<file path="src/rtl/cmd_interp_out_queue.sv">
// Multi-channel result collector: N_CH producer channels feed a DEPTH-entry FIFO
// drained through a valid/ready output, with sticky overflow/collision flags.
module cmd_interp_out_queue #(
  parameter int W     = 8,
  parameter int N_CH  = 2,
  parameter int DEPTH = 4
) (
  input  logic                      clk,
  input  logic                      rst,
  input  logic [N_CH*W-1:0]         in,
  input  logic [N_CH-1:0]           load,
  output logic [W-1:0]              out,
  output logic                      out_valid,
  input  logic                      out_ready,
  output logic [$clog2(DEPTH):0]    count,
  output logic                      full,
  output logic                      overflow,
  output logic                      collision,
  input  logic                      clr_flags
);

  localparam int PW = $clog2(DEPTH);
  localparam int CW = PW + 1;

  logic [W-1:0]  mem [DEPTH];
  logic [PW-1:0] wr_ptr;
  logic [PW-1:0] rd_ptr;
  logic [W-1:0]  last_q;

  logic          push;
  logic          pop;
  logic          push_acc;
  logic          overflow_evt;
  logic          collision_evt;
  logic [W-1:0]  push_data;

  // Scan from the top down so the lowest-index channel with load set wins.
  always_comb begin
    push_data = '0;
    for (int i = N_CH - 1; i >= 0; i--) begin
      if (load[i]) push_data = in[i*W +: W];
    end
  end

  always_comb begin
    push          = |load;
    pop           = out_valid & out_ready;
    push_acc      = push & (!full | pop);
    overflow_evt  = push & full & !pop;
    collision_evt = ($countones(load) > 1);
  end

  assign out_valid = (count != '0);
  assign full      = (count == CW'(DEPTH));
  assign out       = out_valid ? mem[rd_ptr] : last_q;

  // Storage carries no reset; only entries covered by count are ever shown.
  always_ff @(posedge clk) begin
    if (!rst && push_acc) mem[wr_ptr] <= push_data;
  end

  always_ff @(posedge clk) begin
    if (rst) begin
      wr_ptr    <= '0;
      rd_ptr    <= '0;
      count     <= '0;
      last_q    <= '0;
      overflow  <= 1'b0;
      collision <= 1'b0;
    end else begin
      if (push_acc) wr_ptr <= wr_ptr + PW'(1);
      if (pop) begin
        rd_ptr <= rd_ptr + PW'(1);
        last_q <= mem[rd_ptr];
      end
      case ({push_acc, pop})
        2'b10:   count <= count + CW'(1);
        2'b01:   count <= count - CW'(1);
        default: count <= count;
      endcase
      // A new event in the same cycle as a clear keeps the flag set.
      overflow  <= overflow_evt  | (overflow  & !clr_flags);
      collision <= collision_evt | (collision & !clr_flags);
    end
  end

endmodule
</file>
<file path="config.mk">
export PLATFORM = sky130hd
export DESIGN_NAME = cmd_interp_out_queue
export DESIGN_NICKNAME = d
export VERILOG_FILES = /design/src/rtl/cmd_interp_out_queue.sv
export SDC_FILE = /design/constraint.sdc
export NUM_CORES = 1
export LEC_CHECK = 0
export ABC_AREA = 1
export BUFFER_PORTS_ARGS = -buffer_cell sky130_fd_sc_hd__buf_2
export CORE_AREA = 2 2 70 72
export DETAILED_ROUTE_END_ITERATION = 7
export DIE_AREA = 0 0 72 74
export HOLD_SLACK_MARGIN = 0.1
export PLACE_DENSITY = 0.72
export SLEW_MARGIN = 20
export SYNTH_ARGS = -nofsm -noshare
export SYNTH_HDL_FRONTEND = slang
export SYNTH_SLANG_ARGS = --single-unit
</file>
<file path="constraint.sdc">
create_clock -name clk -period 1.9 [get_ports clk]
set_input_delay 0.19 -clock clk [delete_from_list [all_inputs] [get_ports clk]]
set_output_delay 0.19 -clock clk [all_outputs]
set_load 0.05 [all_outputs]
</file>
==> results.ini <==
[drt]
drc=0
antenna_left=0
dr_total_vias=1632
routedWlPerCell_um=12.1
via_per_inst=5.04
first_pass_iters=5
dr.first_iter.drc_count=75
wirelength_mm=3.92

[yosys]
synthesis.area_um2=2270
synthTopCellsByArea=edfxtp_1 (42%), dfxtp_1 (17%), nand2_1 (5.6%)
synthArstFlopShare_pct=0
syn-mean-instance-area_um2=10.1
synth_common_cells=nand2_1 (34), edfxtp_1 (32), nor2_1 (25), o21ai_0 (21), dfxtp_1 (19)
synth-main-ff-cell=edfxtp_1
synth_top_area_share_pct=42.4
synth-seq-cells=51
synth-edff-count=32
yosysMostFrequentCell=nand2_1
yosys.area.top_type=edfxtp_1
synthCells=225
synth.distinct_cells=28
ys_seq_area_share_pct=59.2
synth_fp_nets=252
yosysWarnings=0

[cts]
cts_tree=done
ctsRootBufferMaster=clkbuf_8
cts_max_level=2
cts.clk_slew.worst_paths_ns=0.09
clk_latency_ns=0.30
post_cts_buffers=0
cts_buffer_depth=2
cts_sinks=51
cts_buffers=5

[global_route]
top_usage_layer=met2
use_met3_pct=3.25
use_met2_pct=26.4
antenna_found_initial=0
use_met1_pct=21.9
grt_usage_pct=16.4
grt_pass1_vias=1457
grt_max_degree=19
grt_pass1_wl_mm=6.55
grt-ovfl-total=0

[timing]
hold_violations=0
finalSetupTns_ns=0
fmax_mhz=559
relSlewSlack_pct=82.5
layout_setup_ws_ns=0.111
post-route-min-period_ns=1.79
tightest_slew_ns=0.263
setup_viol=0
rsz0062_at_grt=false
finalCritPeriodShare_pct=94.2
finalMaxSlewViolations=0
hold_slack_ns=0.139
finClkSkew_ns=0.00709

[place]
gp_congestion=0.730
dp_hpwl_mm=2.83
io_buffers=36
pre_cts_ws_ns=0.216

[run]
cap_violations=0

[floorplan]
start_util_pct=49.3
dieArea_um2=5330
ios=37
chipHeight_um=74
rows=25
core_area_um2=4600
fp.dieW_um=72

[pwr]
peakVddDrop_mv=0.576
powerDensity_nw_per_um2=1280
p_leak_nw=1.10

[setup_path]
path_cells=buf_4, o21ai_0, o22a_1, o21ai_1, buf_2
crit_path_max_fanout=10
critPathKind=register to output port
cp.required_ns=1.71
crit_slowest_cell=dfxtp_2
cp_slowest_stage_delay_ns=0.38
crit_arrival_ns=1.60
start_kind=register
cp-end-kind=output port

[cells_and_area]
drive_gt1_share_pct=27.4
nNetsFinal=296
n_antenna_cell=0
area_growth_pct=16.8
fill_cells=403

[run_status]
status=finished, final reports clean

[worst_hold_path]
hp-class=input port to register

==> critical path, delay by kind of cell, from the launching register on <==
family,cells,cell delay (ns)
buffers and inverters,2,0.44
AO/OA/AOI/OAI,3,0.47
flip-flops,1,0.38
==> state kept, by name, summed over array words and instances (netlist names), named ones only <==
signal	flops
collision	1
count	3
last_q	8
mem	32
overflow	1
rd_ptr	2
wr_ptr	2
==> what timing repair did <==
item / CTS / global route
hold buffers: 1 / 0
endpoints found under the hold margin: 2 / 0
resized for setup: 1 / 5
endpoints found under the setup margin: 5 / 7
==> per-stage QoR <==
step                power (mW)  instances  area [µm²]  util [%]
finish                    3.40        324        2650      57.6
global route              3.60        324        2650      57.6
CTS                       3.42        324        2640      57.4
detailed placement        2.72        315        2520      54.7
global placement          2.70        315        2520      54.7
floorplan                 2.46        225        2270         -
==> cell usage in the layout, fill, tap and decap left out, drive strengths merged <==
master,instances
buf,42
and3,1
a21oi,14
nand4,2
nand2,37
o22a,8
dlygate4sd3,1
a21boi,1
or2,1
fa,1
edfxtp,32
dfxtp,19
nor2,28
clkinvlp,1
nand3,14
o21ai,35
clkbuf,7
inv,22
ha,4
==> routing by layer <==
layer / routed length (µm) / share of wire [%]
met5: 0 / 0
met4: 45 / 1.1
met3: 162 / 4.1
met2: 1770 / 45
met1: 1950 / 50
==> logic make-up (layout without fill, tap and decap cells) <==
| logic type | after synthesis | in the layout | share of synthesized area, % |
|---|---|---|---|
| AND/OR/NAND/NOR | 83 | 83 | 16.5 |
| adder cells (fa/ha/maj) | 5 | 5 | 3.09 |
| buffers and inverters | 28 | 73 | 5.91 |
| AO/OA/AOI/OAI | 58 | 58 | 15.3 |
| flip-flops | 51 | 51 | 59.2 |
==> worst paths after layout <==
check             from         to  slack [ns]  cells after the start
min reg2reg  collision  collision        0.45                      2
max           register     out[1]        0.11                      5
min          clr_flags   overflow        0.14                      4
max reg2reg   count[2]   count[2]        0.24                     10
==> final cells by class <==
cell class	instances	area (µm²)	area share (%)
clock buffers	6	93.8	3.54
clock inverters	2	16.3	0.614
inverters	21	86.3	3.26
multi-input cells	146	791	29.9
flip-flops and latches	51	1350	50.9
well taps	54	67.6	2.55
repair buffers	44	245	9.26
==> power breakdown <==
group / switching (mW) / internal [mW] / leakage, nW
logic: 0.962 / 0.354 / 0.597
registers: 0.0704 / 1.32 / 0.454
clock network: 0.354 / 0.344 / 0.0530
total: 1.39 / 2.01 / 1.10
(Power assumes the default switching activity.)
